## config.mk

```make
export PLATFORM = sky130hd
export DESIGN_NAME = memory_stage_flat
export DESIGN_NICKNAME = d
export VERILOG_FILES = /design/src/rtl/dlx_pkg.sv /design/src/rtl/memory_stage_if.sv /design/src/rtl/load_store_align.sv /design/src/rtl/memory_stage.sv /design/src/flat_wrapper.sv
export SDC_FILE = /design/constraint.sdc
export NUM_CORES = 1
export LEC_CHECK = 0
export ABC_AREA = 1
export CAP_MARGIN = 10
export CORE_MARGIN = 3
export CORE_UTILIZATION = 50
export CTS_CLUSTER_SIZE = 25
export DETAILED_ROUTE_END_ITERATION = 10
export MAX_ROUTING_LAYER = met4
export PLACE_DENSITY = 0.86
export REMOVE_ABC_BUFFERS = 1
export SLEW_MARGIN = 20
export SYNTH_ARGS = -nofsm -noshare
export SYNTH_HDL_FRONTEND = slang
export SYNTH_SLANG_ARGS = --single-unit
```

## constraint.sdc

```tcl
create_clock -name clk -period 4.8 [get_ports clk]
set_input_delay 0.72 -clock clk [delete_from_list [all_inputs] [get_ports clk]]
set_output_delay 0.72 -clock clk [all_outputs]
set_load 0.05 [all_outputs]
```

## src/rtl/dlx_pkg.sv

```systemverilog
// Shared DLX definitions for the MEM stage: opcodes, load/store classing and the MEM/WB bundle.
package dlx_pkg;

    localparam int unsigned DATA_W = 32;
    localparam int unsigned OPC_W  = 6;
    localparam int unsigned REG_W  = 5;
    localparam int unsigned BE_W   = 4;

    localparam logic [OPC_W-1:0] OP_LB   = 6'h20;
    localparam logic [OPC_W-1:0] OP_LH   = 6'h21;
    localparam logic [OPC_W-1:0] OP_LW   = 6'h23;
    localparam logic [OPC_W-1:0] OP_LBU  = 6'h24;
    localparam logic [OPC_W-1:0] OP_LHU  = 6'h25;
    localparam logic [OPC_W-1:0] OP_SB   = 6'h28;
    localparam logic [OPC_W-1:0] OP_SH   = 6'h29;
    localparam logic [OPC_W-1:0] OP_SW   = 6'h2B;
    localparam logic [OPC_W-1:0] OP_TRAP = 6'h11;

    typedef enum logic [1:0] {
        CLS_NONE,
        CLS_LOAD,
        CLS_STORE
    } ls_class_e;

    function automatic ls_class_e ls_class(input logic [OPC_W-1:0] op);
        case (op)
            OP_LB, OP_LH, OP_LW, OP_LBU, OP_LHU: return CLS_LOAD;
            OP_SB, OP_SH, OP_SW:                 return CLS_STORE;
            default:                             return CLS_NONE;
        endcase
    endfunction

    // Halfword accesses need addr[0]=0, word accesses need addr[1:0]=0.
    function automatic logic is_misaligned(input logic [OPC_W-1:0] op, input logic [1:0] addr_lo);
        case (op)
            OP_LH, OP_LHU, OP_SH: return addr_lo[0];
            OP_LW, OP_SW:         return (addr_lo != 2'b00);
            default:              return 1'b0;
        endcase
    endfunction

    typedef struct packed {
        logic              valid;
        logic [OPC_W-1:0]  opcode;
        logic [REG_W-1:0]  rd;
        logic              reg_write;
        logic [DATA_W-1:0] data;
    } mem_wb_t;

endpackage

```

## src/rtl/memory_stage_if.sv

```systemverilog
// EX/MEM input, data-memory port and MEM/WB output of the MEM stage.
// wb_exc exists only when MEMORY_STAGE_ALIGN_CHECK_EN is defined.
interface memory_stage_if import dlx_pkg::*; #(
    parameter int unsigned ADDR_WIDTH = 32
);
    logic                  in_valid;
    logic                  in_ready;
    logic [OPC_W-1:0]      in_opcode;
    logic [DATA_W-1:0]     in_alu_result;
    logic [DATA_W-1:0]     in_store_data;
    logic [REG_W-1:0]      in_rd;
    logic                  in_reg_write;

    logic                  mem_req;
    logic                  mem_we;
    logic [ADDR_WIDTH-1:0] mem_addr;
    logic [BE_W-1:0]       mem_be;
    logic [DATA_W-1:0]     mem_wdata;
    logic                  mem_ack;
    logic [DATA_W-1:0]     mem_rdata;

    logic                  wb_valid;
    logic [OPC_W-1:0]      wb_opcode;
    logic [REG_W-1:0]      wb_rd;
    logic                  wb_reg_write;
    logic [DATA_W-1:0]     wb_data;
    logic                  halted;
`ifdef MEMORY_STAGE_ALIGN_CHECK_EN
    logic                  wb_exc;
`endif

    // Stage side.
    modport master (
        input  in_valid, in_opcode, in_alu_result, in_store_data, in_rd, in_reg_write,
        input  mem_ack, mem_rdata,
        output in_ready, mem_req, mem_we, mem_addr, mem_be, mem_wdata,
        output wb_valid, wb_opcode, wb_rd, wb_reg_write, wb_data, halted
`ifdef MEMORY_STAGE_ALIGN_CHECK_EN
        , output wb_exc
`endif
    );

    // Execute / memory / write-back side.
    modport slave (
        output in_valid, in_opcode, in_alu_result, in_store_data, in_rd, in_reg_write,
        output mem_ack, mem_rdata,
        input  in_ready, mem_req, mem_we, mem_addr, mem_be, mem_wdata,
        input  wb_valid, wb_opcode, wb_rd, wb_reg_write, wb_data, halted
`ifdef MEMORY_STAGE_ALIGN_CHECK_EN
        , input wb_exc
`endif
    );

endinterface

```

## src/rtl/load_store_align.sv

```systemverilog
// Big-endian byte-lane steering: store byte enables and replicated data, load lane extract/extend.
module load_store_align import dlx_pkg::*; (
    input  logic [OPC_W-1:0]  i_opcode,
    input  logic [1:0]        i_addr_lo,
    input  logic [DATA_W-1:0] i_store_data,
    input  logic [DATA_W-1:0] i_rdata,
    output logic [BE_W-1:0]   o_be_c,
    output logic [DATA_W-1:0] o_wdata_c,
    output logic [DATA_W-1:0] o_load_data_c
);

    logic [7:0]  w_byte;
    logic [15:0] w_half;

    // Lane 0 is the most significant byte.
    always_comb begin
        case (i_addr_lo)
            2'd0:    w_byte = i_rdata[31:24];
            2'd1:    w_byte = i_rdata[23:16];
            2'd2:    w_byte = i_rdata[15:8];
            default: w_byte = i_rdata[7:0];
        endcase
        w_half = i_addr_lo[1] ? i_rdata[15:0] : i_rdata[31:16];
    end

    always_comb begin
        o_be_c        = '0;
        o_wdata_c     = '0;
        o_load_data_c = i_rdata;
        case (i_opcode)
            OP_LB: begin
                o_be_c        = 4'b1111;
                o_load_data_c = {{24{w_byte[7]}}, w_byte};
            end
            OP_LBU: begin
                o_be_c        = 4'b1111;
                o_load_data_c = {24'h0, w_byte};
            end
            OP_LH: begin
                o_be_c        = 4'b1111;
                o_load_data_c = {{16{w_half[15]}}, w_half};
            end
            OP_LHU: begin
                o_be_c        = 4'b1111;
                o_load_data_c = {16'h0, w_half};
            end
            OP_LW: o_be_c = 4'b1111;
            OP_SB: begin
                o_be_c    = 4'b1000 >> i_addr_lo;
                o_wdata_c = {4{i_store_data[7:0]}};
            end
            OP_SH: begin
                o_be_c    = i_addr_lo[1] ? 4'b0011 : 4'b1100;
                o_wdata_c = {2{i_store_data[15:0]}};
            end
            OP_SW: begin
                o_be_c    = 4'b1111;
                o_wdata_c = i_store_data;
            end
            default: ;
        endcase
    end

endmodule

```

## src/rtl/memory_stage.sv

```systemverilog
// DLX MEM stage: req/ack data-memory access, registered MEM/WB bundle, freeze on HALT_OPCODE.
// Optional misalignment exceptions: MEMORY_STAGE_ALIGN_CHECK_EN.
module memory_stage import dlx_pkg::*; #(
    parameter int unsigned      ADDR_WIDTH  = 32,
    parameter logic [OPC_W-1:0] HALT_OPCODE = 6'h11
) (
    input  logic clk,
    input  logic reset,
    memory_stage_if.master bus
);

    typedef enum logic [1:0] {
        ST_IDLE,
        ST_WAIT_ACK,
        ST_HALTED
    } state_e;

    state_e                r_state, w_state_nxt;
    mem_wb_t               r_wb, w_wb_nxt;
    logic                  r_in_ready, w_in_ready_nxt;
    logic                  r_halted, w_halted_nxt;
    logic                  r_mem_req, w_mem_req_nxt;
    logic                  r_mem_we, w_mem_we_nxt;
    logic [ADDR_WIDTH-1:0] r_mem_addr, w_mem_addr_nxt;
    logic [BE_W-1:0]       r_mem_be, w_mem_be_nxt;
    logic [DATA_W-1:0]     r_mem_wdata, w_mem_wdata_nxt;
    logic [OPC_W-1:0]      r_opcode, w_opcode_nxt;
    logic [REG_W-1:0]      r_rd, w_rd_nxt;
    logic                  r_reg_write, w_reg_write_nxt;
    logic [DATA_W-1:0]     r_alu, w_alu_nxt;
`ifdef MEMORY_STAGE_ALIGN_CHECK_EN
    logic                  r_wb_exc, w_wb_exc_nxt;
`endif

    logic                  w_accept;
    logic                  w_in_wait;
    logic [OPC_W-1:0]      w_al_opcode;
    logic [1:0]            w_al_addr_lo;
    logic [BE_W-1:0]       w_be;
    logic [DATA_W-1:0]     w_wdata;
    logic [DATA_W-1:0]     w_load_data;

    assign w_accept     = r_in_ready & bus.in_valid;
    assign w_in_wait    = (r_state == ST_WAIT_ACK);
    // Aligner serves the incoming store while idle and the pending load while waiting.
    assign w_al_opcode  = w_in_wait ? r_opcode : bus.in_opcode;
    assign w_al_addr_lo = w_in_wait ? r_alu[1:0] : bus.in_alu_result[1:0];

    load_store_align u_align (
        .i_opcode      (w_al_opcode),
        .i_addr_lo     (w_al_addr_lo),
        .i_store_data  (bus.in_store_data),
        .i_rdata       (bus.mem_rdata),
        .o_be_c        (w_be),
        .o_wdata_c     (w_wdata),
        .o_load_data_c (w_load_data)
    );

    always_ff @(posedge clk or negedge reset) begin
        if (!reset) r_state <= ST_IDLE;
        else        r_state <= w_state_nxt;
    end

    always_comb begin
        w_state_nxt     = r_state;
        w_wb_nxt        = '0;
        w_mem_req_nxt   = r_mem_req;
        w_mem_we_nxt    = r_mem_we;
        w_mem_addr_nxt  = r_mem_addr;
        w_mem_be_nxt    = r_mem_be;
        w_mem_wdata_nxt = r_mem_wdata;
        w_opcode_nxt    = r_opcode;
        w_rd_nxt        = r_rd;
        w_reg_write_nxt = r_reg_write;
        w_alu_nxt       = r_alu;
`ifdef MEMORY_STAGE_ALIGN_CHECK_EN
        w_wb_exc_nxt    = 1'b0;
`endif
        case (r_state)
            ST_IDLE: if (w_accept) begin
                w_wb_nxt.opcode = bus.in_opcode;
                w_wb_nxt.rd     = bus.in_rd;
                w_wb_nxt.data   = bus.in_alu_result;
                if (bus.in_opcode == HALT_OPCODE) begin
                    w_wb_nxt.valid = 1'b1;
                    w_state_nxt    = ST_HALTED;
                end else if (ls_class(bus.in_opcode) == CLS_NONE) begin
                    w_wb_nxt.valid     = 1'b1;
                    w_wb_nxt.reg_write = bus.in_reg_write;
                end
`ifdef MEMORY_STAGE_ALIGN_CHECK_EN
                else if (is_misaligned(bus.in_opcode, bus.in_alu_result[1:0])) begin
                    w_wb_nxt.valid = 1'b1;
                    w_wb_exc_nxt   = 1'b1;
                end
`endif
                else begin
                    w_wb_nxt        = '0;
                    w_mem_req_nxt   = 1'b1;
                    w_mem_we_nxt    = (ls_class(bus.in_opcode) == CLS_STORE);
                    w_mem_addr_nxt  = {bus.in_alu_result[ADDR_WIDTH-1:2], 2'b00};
                    w_mem_be_nxt    = w_be;
                    w_mem_wdata_nxt = w_wdata;
                    w_opcode_nxt    = bus.in_opcode;
                    w_rd_nxt        = bus.in_rd;
                    w_reg_write_nxt = bus.in_reg_write & (ls_class(bus.in_opcode) != CLS_STORE);
                    w_alu_nxt       = bus.in_alu_result;
                    w_state_nxt     = ST_WAIT_ACK;
                end
            end
            ST_WAIT_ACK: if (bus.mem_ack) begin
                w_wb_nxt.valid     = 1'b1;
                w_wb_nxt.opcode    = r_opcode;
                w_wb_nxt.rd        = r_rd;
                w_wb_nxt.reg_write = r_reg_write;
                w_wb_nxt.data      = (ls_class(r_opcode) == CLS_STORE) ? r_alu : w_load_data;
                w_mem_req_nxt      = 1'b0;
                w_state_nxt        = ST_IDLE;
            end
            default: ;
        endcase
        w_in_ready_nxt = (w_state_nxt == ST_IDLE);
        w_halted_nxt   = (w_state_nxt == ST_HALTED);
    end

    // in_ready is registered, so it rises on the first edge after reset release.
    always_ff @(posedge clk or negedge reset) begin
        if (!reset) begin
            r_wb        <= '0;
            r_in_ready  <= 1'b0;
            r_halted    <= 1'b0;
            r_mem_req   <= 1'b0;
            r_mem_we    <= 1'b0;
            r_mem_addr  <= '0;
            r_mem_be    <= '0;
            r_mem_wdata <= '0;
            r_opcode    <= '0;
            r_rd        <= '0;
            r_reg_write <= 1'b0;
            r_alu       <= '0;
`ifdef MEMORY_STAGE_ALIGN_CHECK_EN
            r_wb_exc    <= 1'b0;
`endif
        end else begin
            r_wb        <= w_wb_nxt;
            r_in_ready  <= w_in_ready_nxt;
            r_halted    <= w_halted_nxt;
            r_mem_req   <= w_mem_req_nxt;
            r_mem_we    <= w_mem_we_nxt;
            r_mem_addr  <= w_mem_addr_nxt;
            r_mem_be    <= w_mem_be_nxt;
            r_mem_wdata <= w_mem_wdata_nxt;
            r_opcode    <= w_opcode_nxt;
            r_rd        <= w_rd_nxt;
            r_reg_write <= w_reg_write_nxt;
            r_alu       <= w_alu_nxt;
`ifdef MEMORY_STAGE_ALIGN_CHECK_EN
            r_wb_exc    <= w_wb_exc_nxt;
`endif
        end
    end

    assign bus.in_ready     = r_in_ready;
    assign bus.halted       = r_halted;
    assign bus.mem_req      = r_mem_req;
    assign bus.mem_we       = r_mem_we;
    assign bus.mem_addr     = r_mem_addr;
    assign bus.mem_be       = r_mem_be;
    assign bus.mem_wdata    = r_mem_wdata;
    assign bus.wb_valid     = r_wb.valid;
    assign bus.wb_opcode    = r_wb.opcode;
    assign bus.wb_rd        = r_wb.rd;
    assign bus.wb_reg_write = r_wb.reg_write;
    assign bus.wb_data      = r_wb.data;
`ifdef MEMORY_STAGE_ALIGN_CHECK_EN
    assign bus.wb_exc       = r_wb_exc;
`endif

endmodule

```

## src/flat_wrapper.sv

```systemverilog
// flat-port wrapper written by rule: the top's interface ports become plain ports
module memory_stage_flat import dlx_pkg::*;
#(
    parameter int unsigned      ADDR_WIDTH  = 32,
    parameter logic [OPC_W-1:0] HALT_OPCODE = 6'h11
)
  (clk, reset, bus_in_valid, bus_in_opcode, bus_in_alu_result, bus_in_store_data, bus_in_rd, bus_in_reg_write, bus_mem_ack, bus_mem_rdata, bus_in_ready, bus_mem_req, bus_mem_we, bus_mem_addr, bus_mem_be, bus_mem_wdata, bus_wb_valid, bus_wb_opcode, bus_wb_rd, bus_wb_reg_write, bus_wb_data, bus_halted);
  memory_stage_if #(.ADDR_WIDTH(ADDR_WIDTH)) bus_i ();
  input  logic clk;
  input  logic reset;
  input wire logic [$bits(bus_i.in_valid)-1:0] bus_in_valid;
  input wire logic [$bits(bus_i.in_opcode)-1:0] bus_in_opcode;
  input wire logic [$bits(bus_i.in_alu_result)-1:0] bus_in_alu_result;
  input wire logic [$bits(bus_i.in_store_data)-1:0] bus_in_store_data;
  input wire logic [$bits(bus_i.in_rd)-1:0] bus_in_rd;
  input wire logic [$bits(bus_i.in_reg_write)-1:0] bus_in_reg_write;
  input wire logic [$bits(bus_i.mem_ack)-1:0] bus_mem_ack;
  input wire logic [$bits(bus_i.mem_rdata)-1:0] bus_mem_rdata;
  output wire logic [$bits(bus_i.in_ready)-1:0] bus_in_ready;
  output wire logic [$bits(bus_i.mem_req)-1:0] bus_mem_req;
  output wire logic [$bits(bus_i.mem_we)-1:0] bus_mem_we;
  output wire logic [$bits(bus_i.mem_addr)-1:0] bus_mem_addr;
  output wire logic [$bits(bus_i.mem_be)-1:0] bus_mem_be;
  output wire logic [$bits(bus_i.mem_wdata)-1:0] bus_mem_wdata;
  output wire logic [$bits(bus_i.wb_valid)-1:0] bus_wb_valid;
  output wire logic [$bits(bus_i.wb_opcode)-1:0] bus_wb_opcode;
  output wire logic [$bits(bus_i.wb_rd)-1:0] bus_wb_rd;
  output wire logic [$bits(bus_i.wb_reg_write)-1:0] bus_wb_reg_write;
  output wire logic [$bits(bus_i.wb_data)-1:0] bus_wb_data;
  output wire logic [$bits(bus_i.halted)-1:0] bus_halted;
  assign bus_i.in_valid = bus_in_valid;
  assign bus_i.in_opcode = bus_in_opcode;
  assign bus_i.in_alu_result = bus_in_alu_result;
  assign bus_i.in_store_data = bus_in_store_data;
  assign bus_i.in_rd = bus_in_rd;
  assign bus_i.in_reg_write = bus_in_reg_write;
  assign bus_i.mem_ack = bus_mem_ack;
  assign bus_i.mem_rdata = bus_mem_rdata;
  assign bus_in_ready = bus_i.in_ready;
  assign bus_mem_req = bus_i.mem_req;
  assign bus_mem_we = bus_i.mem_we;
  assign bus_mem_addr = bus_i.mem_addr;
  assign bus_mem_be = bus_i.mem_be;
  assign bus_mem_wdata = bus_i.mem_wdata;
  assign bus_wb_valid = bus_i.wb_valid;
  assign bus_wb_opcode = bus_i.wb_opcode;
  assign bus_wb_rd = bus_i.wb_rd;
  assign bus_wb_reg_write = bus_i.wb_reg_write;
  assign bus_wb_data = bus_i.wb_data;
  assign bus_halted = bus_i.halted;
  memory_stage #(.ADDR_WIDTH(ADDR_WIDTH), .HALT_OPCODE(HALT_OPCODE)) u_core (.clk(clk), .reset(reset), .bus(bus_i));
endmodule
```

# Word-level counts from Yosys, hierarchy flattened
# Cells that the tools add are included.
# Widths: inputs -> output; s select.
dict set report word_totals {
  regBits 161
  elab_cells 109
}
dict set report op_classes {
  eq_ne 36
  n_shift 1
  n_mux 39
  bitwise_logic 4
  n_reduce_logical 12
}
# operator count
set ops {}
lappend ops {{$eq 6x6->1 const B} 24}
lappend ops {{$pmux 32 s4} 1}
lappend ops {{$pmux 32 s3} 1}
lappend ops {{$mux 45} 2}
lappend ops {{$pmux 45 s2} 1}
lappend ops {{$mux 32} 2}
lappend ops {{$mux 44} 1}
lappend ops {{$mux 2} 14}
lappend ops {{$pmux 8 s3} 1}
lappend ops {{$mux 16} 1}
lappend ops {{$pmux 2 s2} 3}
lappend ops {{$pmux 4 s3} 1}
lappend ops {{$mux 11} 1}
lappend ops {{$reduce_or 5->1} 2}
lappend ops {{$eq 2x2->1 const B} 4}
lappend ops {{$logic_not 2->1} 4}
lappend ops {{$ne 2x2->1 const B} 4}
lappend ops {{$mux 1} 7}
lappend ops {{$eq 6x5->1 const B} 1}
lappend ops {{$mux 6} 1}
lappend ops {{$reduce_or 3->1} 2}
lappend ops {{$reduce_or 6->1} 1}
lappend ops {{$reduce_and 5->1} 1}
lappend ops {{$eq 2x1->1 const B} 2}
lappend ops {{8 further kinds} 10}

# Depth between registers and ports, before layout
dict set report logic_depth {
  depth_word 13
  ltp_mapped 15
  ltp_nobuf 13
}

# Cells and area by module
# A second synthesis with hierarchy kept.
dict set report hier_totals {
  cells_unflattened 1087
  hier_area_um2 7487.2
}
# module n_inst cells_each area_per_inst_um2
set by_module_without_submodules {}
lappend by_module_without_submodules {memory_stage 1 769 6108.4}
lappend by_module_without_submodules {load_store_align 1 318 1378.8}

# Least setup slack after synthesis
# No wires, ideal clock.
dict set report synth_timing {
  path_type {input to register}
  startpoint {input port bus_in_opcode[4]}
  endpoint {register u_core.r_mem_wdata[12] (netlist: u_core.bus.mem_wdata[12])}
  t_arrival_ns 1.938
  required_ns 4.713
  path_slack_ns 2.775
  cell_stages 10
  n_path_buf 1
  cell_sequence {inv_1 nand2_1 inv_1 nand3_1 nand2_1 nand2_1 nor2_1 buf_2 nand3_1 o211ai_1}
}
dict set report synth_between {
  elab_chain_cells 9
}
# element line_no
set synth_rtl {}
lappend synth_rtl {{from (decl)} flat_wrapper.sv:12} ;# input wire logic [$bits(bus_i.in_opcode)-1:0] bus_in_opcode;
lappend synth_rtl {{$eq 6x6->1} dlx_pkg.sv:26} ;# case (op)
lappend synth_rtl {{$reduce_or 5->1 / $reduce_or 3->1 (equally long branches)} dlx_pkg.sv:26}
lappend synth_rtl {{$pmux 2 s2} dlx_pkg.sv:26}
lappend synth_rtl {{$mux 2} memory_stage.sv:84} ;# if (bus.in_opcode == HALT_OPCODE) begin
lappend synth_rtl {{$mux 2} memory_stage.sv:80} ;# ST_IDLE: if (w_accept) begin
lappend synth_rtl {{$mux 2} memory_stage.sv:79} ;# case (r_state)
lappend synth_rtl {{$logic_not 2->1} memory_stage.sv:87} ;# end else if (ls_class(bus.in_opcode) == CLS_NONE) begin
lappend synth_rtl {{$not 1->1 (no line)} -}
lappend synth_rtl {{$reduce_and 4->1 (no line)} -}
lappend synth_rtl {{to (signal assigned)} memory_stage.sv:152} ;# r_mem_wdata <= w_mem_wdata_nxt;
lappend synth_rtl {{to (decl)} memory_stage.sv:26} ;# logic [DATA_W-1:0] r_mem_wdata, w_mem_wdata_nxt;
# Parallel ways exist; a longest one is shown, timed or not. The select of a mux whose other input is x is not followed.
# A chain may end at the register's enable or synchronous reset.

# Final worst setup path
dict set report layout_timing {
  startpoint {input port bus_in_opcode[0]}
  endpoint {register u_core.r_mem_wdata[12] (netlist: u_core.bus.mem_wdata[12])}
}
# The elaborated chain is that of the path after synthesis.

==> metrics.txt <==
outcome finished clean; Worst-Margin Slew 0.908 ns; number of port buffers 226; vias in the first global route 6676; Overall Global Routing Usage 29.0%; Initial DRT Pass Iterations 5; FP Rows 42; TritonCTS clock tree done; WP data required 5.13 ns; GRT Residual Overflow 0; Diodes inserted 0; GP Congestion 0.930; power density over the cells 278 mW/mm2; # DRC 0; routing usage on met2 46.1%; leading post-synthesis cells by cell area dfrtp_1 (48%), nand2_1 (21%), nand3_1 (5.5%), nor2_1 (5.0%), buf_4 (3.7%); Setup Buffers After CTS 0; Core Util, Final 72.2%; max-slew violations 0; cell taking the most area after synthesis dfrtp_1; cells along the critical path clkdlybuf4s50_1 > inv_1 > o21ai_0 > nand3_1 > nand2_1 > nand2_4 > inv_1 > buf_4 > nand3_1 > o211ai_1; CP Capture Type register; WP buf/inv 4; Critical Path Max Stage Delay 0.48 ns; static leakage 5.01 nW; Async S/R FF share, synth 100%; starting density of the core 51.6%; Worst VDD drop 0.000189 V; total design power 2.68 mW; CTS Hold Buffers Added 0; Slowest-stage cell, CP clkdlybuf4s50_1; largest net degree at the start of global routing 102; grt peak-use layer met2; WP data arrival 3.03 ns; Max-slew headroom 39.5%; global-route wire length before repair 33.2 mm; Sink Count 131; top-count cell post-synth nand2_1; clock slew seen by the registers of the worst setup and hold paths 0.06 ns; synthesis warning total 0; antenna-violating nets left 0; Setup TNS Final 0 ns; worst hold margin 0.403 ns; Die Y-Extent 123 um; initial antenna violation count 0; EDFF count, synth 0; layout cell share with drive strength beyond 1 6.16%; Vias 6917; Mapped Cells 941; maximum capacitance violations 0; Post-synth top flop dfrtp_1; Crit Path Category in -> reg; die area 0.0152 mm2; Total Routed Length 21.2 mm; period utilization 56.2%; DP Wirelength 15.0 mm; met1 Track Usage GR 35.9%; Seq/Total Area, Yosys 47.6%; Max clock buf depth 2; delay-heaviest family, CP buffers and inverters; met3 Use GR 7.55%; count of final hold-check violations 0; Final Critical Period 2.70 ns; latest clock arrival within the worst-skew pair 0.42 ns; H-tree levels 4; clock skew 0.00626 ns; DR vias/cell 5.27; Iteration-0 DRC Markers 570; P&R area growth vs syn 40.0%; Hold Crit Class in -> async; Setup-failing EPs final 0; Final Net Count 1235; Avg Cell Area, Syn 7.32 um2; fmax 371 MHz; # resized after CTS 0; commonest cells in the synthesized netlist nand2_1 (391), dfrtp_1 (131), nor2_1 (92); WL per Instance 16.2 um; CTS Root Cell clkbuf_16; unrepaired setup endpoints after global routing false; worst-path fanout max 29; crit path launch type primary input; count of unique library cells instantiated by Yosys 33; Post-Syn Area 0.00689 mm2; Yosys reg bits 131; Num CTS Buffers 17; post-synth top area share 47.6%; IO Pins 229; Die X 123 um; Core ar. 0.0133 mm2
sequential cells by signal (all words and copies together) (netlist names), 2 cells and up:
name / count
u_core.bus.wb_rd: 5
u_core.r_state: 2
u_core.r_rd: 5
u_core.bus.wb_opcode: 6
u_core.bus.mem_wdata: 32
u_core.bus.wb_data: 32
u_core.r_alu: 31
u_core.bus.mem_be: 4
u_core.r_opcode: 6
layer usage:
metal | routed length, um | up-vias
met4 | 489 | 0
met3 | 1780 | 46
li1 | - | 3295
met1 | 8770 | 3247
met5 | 0 | -
met2 | 10200 | 329
power breakdown:
| group | switching (mW) | leakage (nW) | internal (mW) |
|---|---|---|---|
| Sequential | 0.00103 | 1.80 | 1.11 |
| Combinational | 0.117 | 2.92 | 0.110 |
| Clock | 0.475 | 0.296 | 0.871 |
| Total | 0.593 | 5.01 | 2.09 |
metrics by stage:
| stage | worst slack [ns] | area [um2] | std cells |
|---|---|---|---|
| 2_1_floorplan | 0.437 | 6460 | 870 |
| 6_report | 2.10 | 9640 | 1312 |
| 4_1_cts | 2.13 | 9640 | 1312 |
| 5_1_grt | 1.91 | 9640 | 1312 |
| 3_3_place_gp | 1.81 | 9020 | 1280 |
| 3_5_place_dp | 1.71 | 9020 | 1280 |
area by class of cell:
class	instances	area (um2)
Clock inverter	8	124
Sequential cell	131	3280
Clock buffer	24	492
Multi-Input combinational cell	676	2960
Fill cell	1092	3710
Tap cell	176	220
Inverter	63	239
Timing Repair Buffer	234	2320
worst reg2reg max path: cells and delay by family, from the launching register on:
kind,cells,cell delay (ns)
AO/OA/AOI/OAI,1,0.57
AND/OR/NAND/NOR,7,1.05
flip-flops,1,0.42
buffers and inverters,2,0.41
cells in the final DEF (no fill, tap or decap), types with 2 or more instances in the layout:
cell and n:
a21o_1 5, a21oi_1 16, a22o_1 8, buf_4 8, bufinv_16 3, clkbuf_1 3, clkbuf_16 17, clkbuf_8 4
clkdlybuf4s50_1 225, clkinv_2 2, clkinvlp_4 2, conb_1 2, dfrtp_1 131, inv_1 57, inv_2 4, nand2_1 390
nand2_2 5, nand3_1 75, nand3_2 2, nand4_1 11, nor2_1 90, nor2_2 5, nor2_4 2, nor3_4 2
o211ai_1 6, o21ai_0 37, o21ai_2 5, o22ai_1 5, or2_2 4
cells by family after synthesis:
family          after synthesis  synth area share, %
other cells                   1               0.0545
flops                       131                 47.6
simple gates                590                 35.3
compound gates               84                 7.34
buf+inv                     135                 9.67
path summary, 6_finish.rpt:
path                       depth (start not counted)                              endpoint  slack [ns]                              from
hold reg to reg                                    2      u_core.bus.mem_be[2]$_DFFE_PN0P_        0.48  u_core.bus.mem_be[2]$_DFFE_PN0P_
setup reg to reg                                  10      u_core.bus.wb_data[25]$_DFF_PN0_        2.23       u_core.r_state[1]$_DFF_PN0_
min in group clk                                   2      u_core.bus.mem_be[2]$_DFFE_PN0P_        0.48  u_core.bus.mem_be[2]$_DFFE_PN0P_
setup / recovery                                  10  u_core.bus.mem_wdata[12]$_DFFE_PN0P_        2.10                  bus_in_opcode[0]
hold / removal                                     1   u_core.bus.mem_wdata[2]$_DFFE_PN0P_        0.40                             reset
max in group asynchronous                          2        u_core.r_opcode[5]$_DFFE_PN0P_        3.41                             reset
Power figures use the tool's default switching activity.
